==> src/rtl/branch_resolve_unit_pkg.sv <==
// Shared types for the branch resolve unit: record kinds, update record layout, FSM states.
package branch_resolve_unit_pkg;

  localparam int unsigned XLEN       = 32;
  localparam int unsigned BRU_KIND_W = 2;

  // Record classification; NONE never enters the FIFO
  typedef enum logic [BRU_KIND_W-1:0] {
    BRU_KIND_NONE = 2'd0,
    BRU_KIND_OK   = 2'd1,
    BRU_KIND_MISP = 2'd2,
    BRU_KIND_WNB  = 2'd3
  } bru_kind_e;

  // Predictor-update / redirect record
  typedef struct packed {
    logic [XLEN-1:0] pc;
    logic [XLEN-1:0] tgt;
    logic            taken;
    bru_kind_e       kind;
  } bru_entry_t;

  localparam int unsigned BRU_ENTRY_W = $bits(bru_entry_t);

  typedef enum logic {
    BRU_ST_ACCEPT = 1'b0,
    BRU_ST_SQUASH = 1'b1
  } bru_state_e;

  // Classify one resolved lane result
  function automatic bru_kind_e bru_classify(input logic            is_br,
                                             input logic            taken,
                                             input logic [XLEN-1:0] tgt,
                                             input logic            pred,
                                             input logic [XLEN-1:0] ptgt);
    bru_kind_e k;
    k = BRU_KIND_NONE;
    if (is_br) begin
      if ((taken != pred) || (taken && (tgt != ptgt))) k = BRU_KIND_MISP;
      else                                             k = BRU_KIND_OK;
    end else if (pred) begin
      k = BRU_KIND_WNB;
    end
    return k;
  endfunction

  // Records that force fetch to change course
  function automatic logic bru_is_redirect(input bru_kind_e k);
    return (k == BRU_KIND_MISP) || (k == BRU_KIND_WNB);
  endfunction

endpackage

==> src/rtl/branch_resolve_unit_update_fifo.sv <==
// Update-record FIFO: DEPTH entries, up to two pushes and one pop per cycle, count output.
module branch_resolve_unit_update_fifo
  import branch_resolve_unit_pkg::*;
#(
  parameter int unsigned DEPTH = 4
) (
  input  logic                         clock_i,
  input  logic                         reset_i,
  input  logic [1:0]                   push_cnt_i,
  input  bru_entry_t                   push_data0_i,
  input  bru_entry_t                   push_data1_i,
  input  logic                         pop_i,
  output bru_entry_t                   head_o,
  output logic                         empty_o,
  output logic [$clog2(DEPTH):0]       count_o
);

  localparam int unsigned AW = $clog2(DEPTH);
  localparam int unsigned PW = AW + 1;

  bru_entry_t    mem_q [DEPTH];
  logic [PW-1:0] wptr_q, wptr_d;
  logic [PW-1:0] rptr_q, rptr_d;
  logic [PW-1:0] wptr_p1;
  logic          pop;

  // Pointer arithmetic; pointers carry one wrap bit so full and empty are distinct
  always_comb begin
    pop     = pop_i && !empty_o;
    wptr_p1 = wptr_q + PW'(1);
    wptr_d  = wptr_q + PW'(push_cnt_i);
    rptr_d  = rptr_q + PW'(pop);
  end

  // Pointer registers
  always_ff @(posedge clock_i or negedge reset_i) begin
    if (!reset_i) begin
      wptr_q <= '0;
      rptr_q <= '0;
    end else begin
      wptr_q <= wptr_d;
      rptr_q <= rptr_d;
    end
  end

  // Storage writes in age order; contents need no reset since empty masks the head
  always_ff @(posedge clock_i) begin
    if (push_cnt_i != 2'd0) mem_q[wptr_q[AW-1:0]]  <= push_data0_i;
    if (push_cnt_i == 2'd2) mem_q[wptr_p1[AW-1:0]] <= push_data1_i;
  end

  // Status and head presentation
  always_comb begin
    empty_o = (wptr_q == rptr_q);
    count_o = wptr_q - rptr_q;
    head_o  = empty_o ? '0 : mem_q[rptr_q[AW-1:0]];
  end

endmodule

==> src/rtl/branch_resolve_unit.sv <==
// Branch resolve unit: classifies two resolved lanes, queues update/redirect records for fetch1.
// Optional BRU_STATS_EN adds popped-branch and popped-mispredict counters.
module branch_resolve_unit
  import branch_resolve_unit_pkg::*;
#(
  parameter int unsigned DEPTH = 4
) (
  input  logic            clock_i,
  input  logic            reset_i,
  input  logic            res_valid_0_i,
  input  logic [XLEN-1:0] res_pc_0_i,
  input  logic            res_is_br_0_i,
  input  logic            res_taken_0_i,
  input  logic [XLEN-1:0] res_tgt_0_i,
  input  logic            res_pred_0_i,
  input  logic [XLEN-1:0] res_ptgt_0_i,
  input  logic            res_valid_1_i,
  input  logic [XLEN-1:0] res_pc_1_i,
  input  logic            res_is_br_1_i,
  input  logic            res_taken_1_i,
  input  logic [XLEN-1:0] res_tgt_1_i,
  input  logic            res_pred_1_i,
  input  logic [XLEN-1:0] res_ptgt_1_i,
  input  logic            pc_we_i,
  output logic            res_ready_o,
  output logic [XLEN-1:0] update_pc_o,
  output logic [XLEN-1:0] update_tgt_o,
  output logic            last_br_o,
  output logic            update_pht_o,
  output logic            update_btb_o,
  output logic            wrong_pred_o,
  output logic [XLEN-1:0] fixed_pc_o,
  output logic            wasnt_branch_o,
  output logic [XLEN-1:0] wasnt_br_pc_o,
`ifdef BRU_STATS_EN
  output logic [XLEN-1:0] stat_branches_o,
  output logic [XLEN-1:0] stat_mispred_o,
`endif
  output logic            flush_o
);

  localparam int unsigned PW = $clog2(DEPTH) + 1;

  bru_state_e    state_q, state_d;
  bru_kind_e     kind0, kind1;
  bru_entry_t    rec0, rec1, push0, push1, head;
  logic          has0, has1, redir_push, empty, pop, room;
  logic [1:0]    push_cnt;
  logic [PW-1:0] count;

  // Lane classification, lane-0 redirect suppression and age-ordered push packing
  always_comb begin
    kind0 = bru_classify(res_is_br_0_i, res_taken_0_i, res_tgt_0_i, res_pred_0_i, res_ptgt_0_i);
    kind1 = bru_classify(res_is_br_1_i, res_taken_1_i, res_tgt_1_i, res_pred_1_i, res_ptgt_1_i);
    rec0  = '{pc: res_pc_0_i, tgt: res_tgt_0_i, taken: res_taken_0_i, kind: kind0};
    rec1  = '{pc: res_pc_1_i, tgt: res_tgt_1_i, taken: res_taken_1_i, kind: kind1};
    has0  = res_ready_o && res_valid_0_i && (kind0 != BRU_KIND_NONE);
    has1  = res_ready_o && res_valid_1_i && (kind1 != BRU_KIND_NONE) &&
            !(has0 && bru_is_redirect(kind0));
    push_cnt   = 2'(has0) + 2'(has1);
    push0      = has0 ? rec0 : rec1;
    push1      = rec1;
    redir_push = (has0 && bru_is_redirect(kind0)) || (has1 && bru_is_redirect(kind1));
    pop        = pc_we_i && !empty;
    room       = (count <= PW'(DEPTH - 2));
  end

  branch_resolve_unit_update_fifo #(
    .DEPTH (DEPTH)
  ) u_bru_update_fifo (
    .clock_i      (clock_i),
    .reset_i      (reset_i),
    .push_cnt_i   (push_cnt),
    .push_data0_i (push0),
    .push_data1_i (push1),
    .pop_i        (pc_we_i),
    .head_o       (head),
    .empty_o      (empty),
    .count_o      (count)
  );

  // FSM state register
  always_ff @(posedge clock_i or negedge reset_i) begin
    if (!reset_i) state_q <= BRU_ST_ACCEPT;
    else          state_q <= state_d;
  end

  // FSM next state: squash from redirect push until that redirect pops
  always_comb begin
    state_d = state_q;
    case (state_q)
      BRU_ST_ACCEPT: if (redir_push) state_d = BRU_ST_SQUASH;
      BRU_ST_SQUASH: if (flush_o)    state_d = BRU_ST_ACCEPT;
      default:                       state_d = BRU_ST_ACCEPT;
    endcase
  end

  // FSM outputs: intake handshake and flush pulse on the redirect pop
  always_comb begin
    res_ready_o = 1'b0;
    flush_o     = 1'b0;
    if (reset_i && (state_q == BRU_ST_ACCEPT) && room) res_ready_o = 1'b1;
    if ((state_q == BRU_ST_SQUASH) && pop && bru_is_redirect(head.kind)) flush_o = 1'b1;
  end

  // Head record decode; head is all-zero when the FIFO is empty
  always_comb begin
    update_pc_o    = head.pc;
    update_tgt_o   = head.tgt;
    last_br_o      = head.taken;
    update_pht_o   = (head.kind == BRU_KIND_OK) || (head.kind == BRU_KIND_MISP);
    update_btb_o   = update_pht_o && head.taken;
    wrong_pred_o   = (head.kind == BRU_KIND_MISP);
    wasnt_branch_o = (head.kind == BRU_KIND_WNB);
    wasnt_br_pc_o  = wasnt_branch_o ? head.pc : '0;
    fixed_pc_o     = '0;
    if (!empty) fixed_pc_o = head.taken ? head.tgt : (head.pc + XLEN'(4));
  end

`ifdef BRU_STATS_EN
  logic [XLEN-1:0] stat_br_q, stat_mp_q;

  // Saturating counters of popped branch and popped redirect records
  always_ff @(posedge clock_i or negedge reset_i) begin
    if (!reset_i) begin
      stat_br_q <= '0;
      stat_mp_q <= '0;
    end else if (pop) begin
      if (update_pht_o && (stat_br_q != '1))               stat_br_q <= stat_br_q + XLEN'(1);
      if (bru_is_redirect(head.kind) && (stat_mp_q != '1)) stat_mp_q <= stat_mp_q + XLEN'(1);
    end
  end

  assign stat_branches_o = stat_br_q;
  assign stat_mispred_o  = stat_mp_q;
`endif

endmodule

==> config.mk <==
export PLATFORM = sky130hd
export DESIGN_NAME = branch_resolve_unit
export DESIGN_NICKNAME = d
export VERILOG_FILES = /design/src/rtl/branch_resolve_unit_pkg.sv /design/src/rtl/branch_resolve_unit_update_fifo.sv /design/src/rtl/branch_resolve_unit.sv
export SDC_FILE = /design/constraint.sdc
export NUM_CORES = 1
export LEC_CHECK = 0
export ABC_AREA = 1
export CAP_MARGIN = 20
export CORE_MARGIN = 2
export CORE_UTILIZATION = 30
export DETAILED_ROUTE_END_ITERATION = 8
export PLACE_DENSITY_LB_ADDON = 0.08
export SETUP_SLACK_MARGIN = 0.1
export SLEW_MARGIN = 10
export SYNTH_ARGS = -nofsm -noshare
export SYNTH_HDL_FRONTEND = slang
export SYNTH_HIERARCHICAL = 1
export SYNTH_SLANG_ARGS = --single-unit
==> constraint.sdc <==
create_clock -name clock_i -period 13.9 [get_ports clock_i]
set_input_delay 4.17 -clock clock_i [delete_from_list [all_inputs] [get_ports clock_i]]
set_output_delay 4.17 -clock clock_i [all_outputs]
set_load 0.01 [all_outputs]
==> summary.txt, run 1 <==
Power
  • P_sw: 2.46 mW
  • PD cells: 224 nW/um^2
  • Comb pwr share: 0.629
  • Flop pwr share: 0.206
  • Power Internal: 2.81 mW
  • Net Sw Frac: 0.467
  • Clock Power Share: 0.165
  • Peak supply drop: 0.158 mV
  • Leak: 11.3 nW

Clock tree
  • Hold bufs inserted after CTS: 0
  • Root Buffer Master: clkbuf_16
  • Clk slew on worst S/H paths: 60 ps
  • H-tree depth: 2
  • Max clock buf depth: 3
  • Total CTS buffers: 34
  • Post-CTS sizing: 0
  • Setup Fix Bufs, Post-CTS: 0
  • CTS tree: yes
  • CTS Sinks: 275
  • Clock latency on the worst-skew pair: 540 ps

GRT
  • Grt ovf: 0
  • GR Util All Layers: 0.219
  • Largest net degree at the start of global routing: 107
  • Initial antenna violation count: 0
  • First-pass GRT wire length: 103,000 um
  • Vias in the first global route: 16,310

Layout
  • Fraction of layout cells with a size suffix above 1: 0.0419
  • Most common cell after layout, fill and taps aside: nand2_1
  • Most frequent cells in the layout: nand2_1 (903), inv_1 (519), clkdlybuf4s50_1 (337)
  • Nets: 3,101
  • Area Growth Syn to Fin: 27.7%
  • N_diodes: 0
  • Fin util: 0.389

Drt
  • Drt first pass iters: 6
  • Initial DRC Count: 1,324
  • DRC Markers: 0
  • Routed vias/inst: 4.70
  • Post-route antenna net violation count: 0
  • Routed WL: 70,400 um
  • Drt wl/cell: 19.1 um
  • Detailed-route via count: 17,368

Synthesis
  • Adder-cell area share of the yosys netlist: 0.00828
  • Post-Syn Area: 18,400 um^2
  • Unique cell type count in the Yosys netlist: 39
  • Syn Inst Count: 2,617
  • Synth Area in XOR/XNOR: 0.0166
  • Post-synth EDFFs: 268
  • Async SR Flop Fraction: 0.0255
  • Largest family of logic cells by synthesized area: simple AND/OR/NAND/NOR gates
  • Synth Area in Compound Gates: 0.115
  • Yosys warning count: 6
  • Syn_nets: 2,831
  • Yosys reg bits: 275
  • Sequential share of the synthesized area: 0.446
  • Syn_area_per_cell: 7.05 um^2
  • Post-synth top flop: edfxtp_1
  • Mux share of post-synthesis cell area: 0
  • Post-Synth Simple-Gate Area: 0.270

Outcome
  • Outcome: finished, final reports clean

Hold path
  • Hold WC Path Type: reg2reg
  • Hold Path Origin: u_bru_update_fifo/rptr_q[2]$_DFF_PN0_
  • Worst hold stages: 1

Worst setup path
  • Top delay family on crit path: buffers and inverters
  • Worst path required time: 9730 ps
  • Critical path, cell by cell: clkdlybuf4s50_1 -> nand2_1 -> a211oi_4 -> clkdlybuf4s50_1
  • Buf+Inv Stages, Crit Path: 2
  • Slowest cell on crit path: clkdlybuf4s50_1
  • CP Capture Type: output pin
  • Critical path arrival: 5900 ps
  • Critical Path Stages: 4
  • Top cell by count, worst path: clkdlybuf4s50_1
  • Worst stage delay on the critical path: 690 ps
  • Crit start category: input port
  • Setup crit start: reset_i
  • CP Class: in2out
  • Reg2reg start: u_bru_update_fifo/rptr_q[0]$_DFF_PN0_
  • Worst R2R Path Depth: 12
  • Crit path max fanout: 8

Floorplanning
  • Die height: 252 um
  • Initial Util: 0.304
  • Die Area: 63,500 um^2
  • Die X: 252 um
  • Std cell rows: 90
  • IO Pins: 338
  • Core Footprint: 60,600 um^2

STA
  • Setup TNS: 0 ps
  • Tmin final: 10,070 ps
  • Fin Clk Skew: 16.0 ps
  • Final period util: 0.725
  • Actual slew at the worst max-slew pin: 1070 ps
  • Slew Limit Headroom: 0.286
  • RSZ-0062 raised after global routing: false
  • Final Max Slew Viols: 0
  • Fmax: 99.3 MHz
  • Final setup violating endpoints: 0
  • Fin. Hold Viols: 0

Place
  • Port buffer count: 337
  • DP Wirelength: 49,500 um
  • GPL Wtd Cong: 0.869

Job
  • Max Cap Viol: 0
## cells in the mapped netlist, types with 9 or more instances
master      n  area, um^2
nor2_1     98         368
buf_6      10         113
nand3_1   157         786
xnor2_1    19         166
edfxtp_1  268        8050
inv_2      12        45.0
a21oi_1    71         355
buf_2      28         140
nand2_1   906        3400
ha_1        9         113
nand4_1    18         113
buf_4      13        97.6
o21ai_0   156         781
clkbuf_1   78         293
xor2_1     16         140
inv_1     519        1950
o21ai_1   166         831
o211ai_1   10        75.1
## per-stage QoR
| step | power, mW | hold WS (ps) | area, um^2 | setup WS [ps] | std cells |
|---|---|---|---|---|---|
| 3_5_place_dp | 4.45 | 487 | 22400 | 3810 | 3631 |
| 6_report | 5.27 | 498 | 23600 | 3830 | 3693 |
| 4_1_cts | 5.35 | 499 | 23500 | 3800 | 3691 |
| 2_1_floorplan | 2.66 | 463 | 18400 | 2950 | 2617 |
| 5_1_grt | 5.61 | 522 | 23600 | 3700 | 3693 |
| 3_3_place_gp | 4.44 | 483 | 22400 | 3830 | 3630 |
## final timing paths
path | end | slack (ps)
hold reg to reg | u_bru_update_fifo/rptr_q[2]$_DFF_PN0_ | 500
setup / recovery | res_ready_o | 3830
min in group asynchronous | state_q$_DFF_PN0_ | 3910
setup reg to reg | u_bru_update_fifo/mem_q[0][32]$_DFFE_PP_ | 7580
hold / removal | u_bru_update_fifo/rptr_q[2]$_DFF_PN0_ | 500
max in group asynchronous | u_bru_update_fifo/rptr_q[0]$_DFF_PN0_ | 9690
## flip-flops by register name (all words and copies together), names as in the netlist
| signal | flops |
|---|---|
| u_bru_update_fifo/mem_q | 268 |
| u_bru_update_fifo/rptr_q | 3 |
| u_bru_update_fifo/wptr_q | 3 |
| state_q | 1 |
## cell families (layout without fill, tap and decap cells)
family	after synthesis	in the layout
xor+xnor	35	35
compound gates	412	412
simple gates	1219	1219
flops	275	275
fa+ha+maj	11	11
buf+inv	665	959
## layer usage
metal / GRT usage / vias to the layer above / wire, um
met2: 0.382 / 605 / 34100
met5: 0 / - / 0
met3: 0.0329 / 81 / 4820
li1: - / 8714 / -
met4: 0.0583 / 0 / 1640
met1: 0.282 / 7968 / 29800
## area by class of cell
type	count	area, um^2
inverters	531	2000
flip-flops and latches	275	8230
fillers	6293	37000
multi-input cells	1677	7640
well taps	782	978
clock buffers	51	1020
repair buffers	368	3630
clock inverters	9	66.3
## power by group through the flow
stage / clock [mW] / sequential, mW / combinational, mW
finish: 0.869 / 1.09 / 3.32
global route: 0.920 / 1.09 / 3.60
CTS: 0.895 / 1.09 / 3.37
detailed placement: 0 / 1.10 / 3.34
global placement: 0 / 1.10 / 3.34
floorplan: 0 / 1.09 / 1.58
(Power assumes the default switching activity.)
==> run 2: changes to the inputs <==
==> constraint.sdc (replaced) <==
create_clock -name clock_i -period 8.75 [get_ports clock_i]
set_input_delay 2.625 -clock clock_i [delete_from_list [all_inputs] [get_ports clock_i]]
set_output_delay 2.625 -clock clock_i [all_outputs]
set_load 0.01 [all_outputs]
==> run 2 against run 1 <==
Net effect:
- die area stayed put
- sequential power is 61% higher
- first-iteration DRC count is 0.23% lower
- largest cell class unchanged
==> summary.txt, run 2 (synthesis results as in run 1) <==
Place
  • GPL Wtd Cong: 0.964 (+11%)
  • DP Wirelength: 49,900 um (+0.75%)
  • Port buffer count: 337 (unchanged)

Worst setup path
  • CP Capture Type: output pin
  • Slowest cell on crit path: dfrtp_4
  • Worst path required time: 6120 ps (-3610 ps)
  • R2R setup slack: 3750 ps (-3830 ps)
  • Buf+Inv Stages, Crit Path: 4 (+2)
  • Top delay family on crit path: buffers and inverters
  • Crit path max fanout: 81 (+73)
  • Reg2reg start: u_bru_update_fifo/rptr_q[1]$_DFF_PN0_
  • Crit start category: flop
  • Worst R2R Path Depth: 12 (unchanged)
  • Worst R2R End: u_bru_update_fifo/mem_q[1][38]$_DFFE_PP_
  • CP Class: reg2out
  • Critical path arrival: 5650 ps (-250 ps)
  • Critical path, cell by cell: buf_4 -> inv_4 -> nand2_1 -> nand3_1 -> a21oi_1 -> ha_1 -> nand2_1 -> nor2_4 -> nand3_2 -> nor2_4 -> nand3_2 -> xnor2_1 -> o21ai_0 -> inv_1 -> clkdlybuf4s50_1
  • Worst stage delay on the critical path: 650 ps (-40 ps)

GRT
  • Vias in the first global route: 16,771 (+2.8%)
  • First-pass GRT wire length: 105,000 um (+2.2%)
  • GR Util All Layers: 0.223 (+0.00441)
  • Initial antenna violation count: 0 (unchanged)
  • Largest net degree at the start of global routing: 135 (+26%)
  • Grt ovf: 0 (unchanged)

Hold path
  • Worst hold stages: 1 (unchanged)
  • Hold Path Sink: u_bru_update_fifo/wptr_q[2]$_DFF_PN0_
  • Hold Path Origin: u_bru_update_fifo/wptr_q[2]$_DFF_PN0_
  • Hold WC Path Type: reg2reg

STA
  • Final period util: 0.946
  • Fmax: 121 MHz
  • Slew Limit Headroom: 0.282 (-0.00381)
  • RSZ-0062 raised after global routing: false
  • Actual slew at the worst max-slew pin: 1080 ps (+5.72 ps)
  • Fin Clk Skew: 10.5 ps (-5.44 ps)
  • Final setup violating endpoints: 0 (unchanged)
  • Tmin final: 8280 ps
  • Fin. Hold Viols: 0 (unchanged)
  • Setup TNS: 0 ps (unchanged)
  • Final Max Slew Viols: 0 (unchanged)

Layout
  • Most frequent cells in the layout: nand2_1 (903), inv_1 (519), clkdlybuf4s50_1 (337)
  • Fraction of layout cells with a size suffix above 1: 0.0416 (-0.000301)
  • Nets: 3,098 (-0.097%)
  • N_diodes: 0 (unchanged)
  • Area Growth Syn to Fin: 27.9%
  • Max reg flops: 268 (unchanged)
  • Fin util: 0.389 (+0.000558)
  • Most common cell after layout, fill and taps aside: nand2_1

Clock tree
  • Post-CTS sizing: 0 (unchanged)
  • Max clock buf depth: 3 (unchanged)
  • Total CTS buffers: 34 (unchanged)
  • Setup Fix Bufs, Post-CTS: 0 (unchanged)
  • Hold bufs inserted after CTS: 0 (unchanged)
  • CTS tree: yes
  • H-tree depth: 2 (unchanged)
  • CTS Sinks: 275 (unchanged)
  • Clock latency on the worst-skew pair: 540 ps (about the same)
  • Clk slew on worst S/H paths: 60 ps (about the same)
  • Root Buffer Master: clkbuf_16

Drt
  • DRC Markers: 0 (unchanged)
  • Drt wl/cell: 19.5 um (+2.5%)
  • Routed WL: 72,100 um (+2.4%)
  • Met1 Wirelength: 30,600 um (+2.5%)
  • Initial DRC Count: 1,321 (-0.23%)
  • Max Used Layer: met4
  • Routed vias/inst: 4.73 (+0.61%)
  • Detailed-route via count: 17,459 (+0.52%)
  • Drt first pass iters: 5 (-1)
  • Met3 WL: 4420 um (-8.3%)
  • Post-route antenna net violation count: 0 (unchanged)
  • WL met2: 35,600 um (+4.3%)

Floorplanning
  • Core Footprint: 60,600 um^2 (unchanged)
  • Die height: 252 um (unchanged)
  • Initial Util: 0.304 (unchanged)
  • IO Pins: 338 (unchanged)
  • Die Area: 63,500 um^2 (unchanged)
  • Std cell rows: 90 (unchanged)
  • Die X: 252 um (unchanged)

Job
  • Max Cap Viol: 0 (unchanged)

Power
  • Leak: 11.3 nW (about the same)
  • PD cells: 358 nW/um^2 (+60%)
  • Peak supply drop: 0.268 mV (+69%)

Outcome
  • Outcome: finished, final reports clean
run 2: cell types whose count changed in the layout (fill, tap and decap cells not counted), sizes merged:
cell / delta
buf: -3
clkinv: +6
bufinv: +2
inv: +1
clkinvlp: +1
clkbuf: -10
run 2: stage by stage:
stage          power [mW]  cell area [um^2]  worst slack, ps  cells  hold slack, ps
3_3_place_gp         7.13             22500              932   3629             486
2_1_floorplan        4.23             18400             1440   2617             463
3_5_place_dp         7.10             22500              914   3629             481
6_report             8.45             23600              474   3690             497
5_1_grt              8.95             23600              128   3690             514
4_1_cts              8.52             23600              315   3689             497
run 2: worst max path at each step:
stage                                                      from                                      end  cells after the start
after floorplan                                         reset_i  u_bru_update_fifo/mem_q[3][0]$_DFFE_PP_                      9
after global routing      u_bru_update_fifo/rptr_q[0]$_DFF_PN0_                           fixed_pc_o[20]                     15
after detailed placement  u_bru_update_fifo/rptr_q[0]$_DFF_PN0_                           fixed_pc_o[20]                     15
final                     u_bru_update_fifo/rptr_q[0]$_DFF_PN0_                           fixed_pc_o[20]                     15
after CTS                 u_bru_update_fifo/rptr_q[0]$_DFF_PN0_                           fixed_pc_o[20]                     15
after global placement    u_bru_update_fifo/rptr_q[0]$_DFF_PN0_                           fixed_pc_o[20]                     15
run 2: per-layer routing:
| metal | vias up | track usage |
|---|---|---|
| met5 | - | 0 |
| met4 | 0 | 0.0571 |
| met3 | 81 | 0.0321 |
| met2 | 551 | 0.396 |
| met1 | 8119 | 0.284 |
| li1 | 8708 | - |
run 2: layout make-up:
type,instances,area (um^2)
clock buffer,41,898
timing repair buffer,365,3680
multi-input combinational,1677,7640
sequential,275,8230
inverter,531,2000
clock inverter,19,169
fill,6293,37000
tap,782,978
run 2: power by group:
part,switching (mW),internal (mW)
logic,3.34,1.97
clock network,0.559,0.819
registers,0.0958,1.66
total,4.00,4.45
==> run 3: changes to the inputs <==
--- a/config.mk
+++ b/config.mk
@@ -9,8 +9,10 @@
 export CAP_MARGIN = 20
 export CORE_MARGIN = 2
 export CORE_UTILIZATION = 30
+export CTS_BUF_LIST = sky130_fd_sc_hd__clkbuf_4 sky130_fd_sc_hd__clkbuf_8
 export DETAILED_ROUTE_END_ITERATION = 8
-export PLACE_DENSITY_LB_ADDON = 0.08
+export MAX_ROUTING_LAYER = met4
+export PLACE_DENSITY = 0.59
 export SETUP_SLACK_MARGIN = 0.1
 export SLEW_MARGIN = 10
 export SYNTH_ARGS = -nofsm -noshare
==> run 3 against run 2 <==
Net effect:
- total power shrank 1.3%
- via count grew 0.76%
- die area is the same
- utilization shrank 0.18 points
- design area shrank 0.46%
- global-route usage grew 0.13 points
- critical path type unchanged
- critical endpoint is now fixed_pc_o[12]
- largest cell class unchanged
- highest routed layer unchanged
==> summary.txt, run 3 (synthesis results as in run 1) <==
STA
  • Actual slew at the worst max-slew pin: 1080 ps (-0.265 ps)
  • Final Max Slew Viols: 0 (unchanged)
  • Setup ws final: 825 ps (+351 ps)
  • Fin Clk Skew: 57.2 ps (+46.7 ps)
  • Hold Slack: 497 ps (-0.335 ps)
  • Final setup violating endpoints: 0 (unchanged)
  • Final period util: 0.906 (-0.0401)
  • Slew Limit Headroom: 0.282 (about the same)
  • Fin. Hold Viols: 0 (unchanged)
  • RSZ-0062 raised after global routing: false
  • Fmax: 126 MHz (+4.4%)
  • Setup TNS: 0 ps (unchanged)
  • Tmin final: 7930 ps (-351 ps)

Layout
  • Fraction of layout cells with a size suffix above 1: 0.0530 (+0.0114)
  • Nets: 3,117 (+0.61%)
  • # fillers: 6,368 (+1.2%)
  • Most frequent cells in the layout: nand2_1 (903), inv_1 (519), clkdlybuf4s50_1 (337)
  • Most common cell after layout, fill and taps aside: nand2_1
  • Max reg flops: 268 (unchanged)
  • Reg area: 8230 um^2 (unchanged)
  • Area occupied by multi-input gates: 7630 um^2 (about the same)
  • Area Growth Syn to Fin: 27.3%

GRT
  • Grt ovf: 0 (unchanged)
  • Initial antenna violation count: 8 (+8)
  • First-pass GRT wire length: 103,000 um (-2.8%)
  • Vias in the first global route: 16,040 (-4.4%)
  • GR Util All Layers: 0.225 (+0.00128)
  • Largest net degree at the start of global routing: 89 (-34%)

Job
  • Max Cap Viol: 0 (unchanged)

Floorplanning
  • IO Pins: 338 (unchanged)
  • Die height: 252 um (unchanged)
  • Core Footprint: 60,600 um^2 (unchanged)
  • Die X: 252 um (unchanged)
  • Initial Util: 0.304 (unchanged)
  • Std cell rows: 90 (unchanged)
  • Die Area: 63,500 um^2 (unchanged)

Drt
  • Drt first pass iters: 7 (+2)
  • Routed WL: 71,100 um (-1.5%)
  • Drt wl/cell: 19.1 um (-2.5%)
  • Post-route antenna net violation count: 0 (unchanged)
  • Initial DRC Count: 1,567 (+19%)
  • Detailed-route via count: 17,592 (+0.76%)
  • DRC Markers: 0 (unchanged)
  • Routed vias/inst: 4.72 (-0.21%)

Place
  • GPL Wtd Cong: 0.975 (+1.2%)
  • Port buffer count: 337 (unchanged)
  • DP Wirelength: 49,900 um (-0.11%)
  • DP Worst Slack: 1530 ps (+617 ps)

Worst setup path
  • CP Class: reg2out
  • Crit start category: flop
  • Crit path max fanout: 59 (-27%)
  • Critical path arrival: 5300 ps (-350 ps)
  • CP Capture Type: output pin
  • Worst path required time: 6120 ps (about the same)

Outcome
  • Outcome: finished, final reports clean

Power
  • PD cells: 355 nW/um^2 (-0.85%)
  • Peak supply drop: 0.255 mV (-4.6%)
  • Leak: 11.3 nW (about the same)

Clock tree
  • CTS tree: yes
  • Total CTS buffers: 50 (+47%)
  • Setup Fix Bufs, Post-CTS: 0 (unchanged)
  • Root Buffer Master: clkbuf_8
  • Hold bufs inserted after CTS: 0 (unchanged)
  • CTS Sinks: 275 (unchanged)
  • Clock latency on the worst-skew pair: 660 ps (+120 ps)
  • Post-CTS sizing: 0 (unchanged)
  • H-tree depth: 2 (unchanged)
  • Clk slew on worst S/H paths: 60 ps (about the same)
  • Max clock buf depth: 3 (unchanged)

Hold path
  • Hold WC Path Type: reg2reg
==> run 3: routing by layer <==
layer	vias to the layer above	global-route usage	routed length (um)	part of all wire
li1	8754	-	-	-
met1	8004	0.300	31100	0.44
met2	738	0.357	32900	0.46
met3	96	0.0310	5390	0.076
met4	0	0.0610	1610	0.023
met5	-	-	0	0
==> run 3: final timing paths <==
path | from | endpoint | slack [ps] | depth (start not counted)
min | u_bru_update_fifo/wptr_q[2]$_DFF_PN0_ | u_bru_update_fifo/wptr_q[2]$_DFF_PN0_ | 500 | 1
min in group asynchronous | reset_i | u_bru_update_fifo/wptr_q[0]$_DFF_PN0_ | 2320 | 1
max in group asynchronous | reset_i | u_bru_update_fifo/rptr_q[1]$_DFF_PN0_ | 6100 | 1
max | u_bru_update_fifo/rptr_q[0]$_DFF_PN0_ | fixed_pc_o[12] | 820 | 14
min reg2reg | u_bru_update_fifo/wptr_q[2]$_DFF_PN0_ | u_bru_update_fifo/wptr_q[2]$_DFF_PN0_ | 500 | 1
max reg2reg | u_bru_update_fifo/rptr_q[1]$_DFF_PN0_ | u_bru_update_fifo/mem_q[2][57]$_DFFE_PP_ | 3360 | 12
==> run 3: worst max-delay path: stages, from the launching register on <==
cell and delay [ps]:
dfrtp_4 790, inv_4 420, buf_4 430, nand2_1 120, nand3_1 70, a21oi_1 580, ha_1 290, nand2_1 90
nor2_4 190, nand3_2 160, nor2_4 190, xor2_1 530, o21ai_0 150, inv_1 80, clkdlybuf4s50_1 550
==> run 3: stage by stage <==
| stage | util | cell area (um^2) | instances | power [mW] |
|---|---|---|---|---|
| floorplan | - | 18400 | 2617 | 4.23 |
| global placement | 0.371 | 22500 | 3633 | 7.06 |
| detailed placement | 0.371 | 22500 | 3633 | 7.05 |
| CTS | 0.388 | 23500 | 3724 | 8.36 |
| global route | 0.388 | 23500 | 3726 | 8.81 |
| finish | 0.388 | 23500 | 3726 | 8.34 |
==> run 3: where the power goes <==
| part | internal, mW | switching [mW] |
|---|---|---|
| clock | 0.707 | 0.571 |
| combinational | 1.95 | 3.34 |
| sequential | 1.66 | 0.107 |
| total | 4.32 | 4.01 |
==> run 3: final cells by class <==
class | instances | share of cell area
repair buffers | 368 | 0.154
diodes | 2 | 0.000213
clock inverters | 22 | 0.00778
inverters | 531 | 0.0850
clock buffers | 69 | 0.0356
multi-input cells | 1677 | 0.325
flip-flops and latches | 275 | 0.351
well taps | 782 | 0.0417
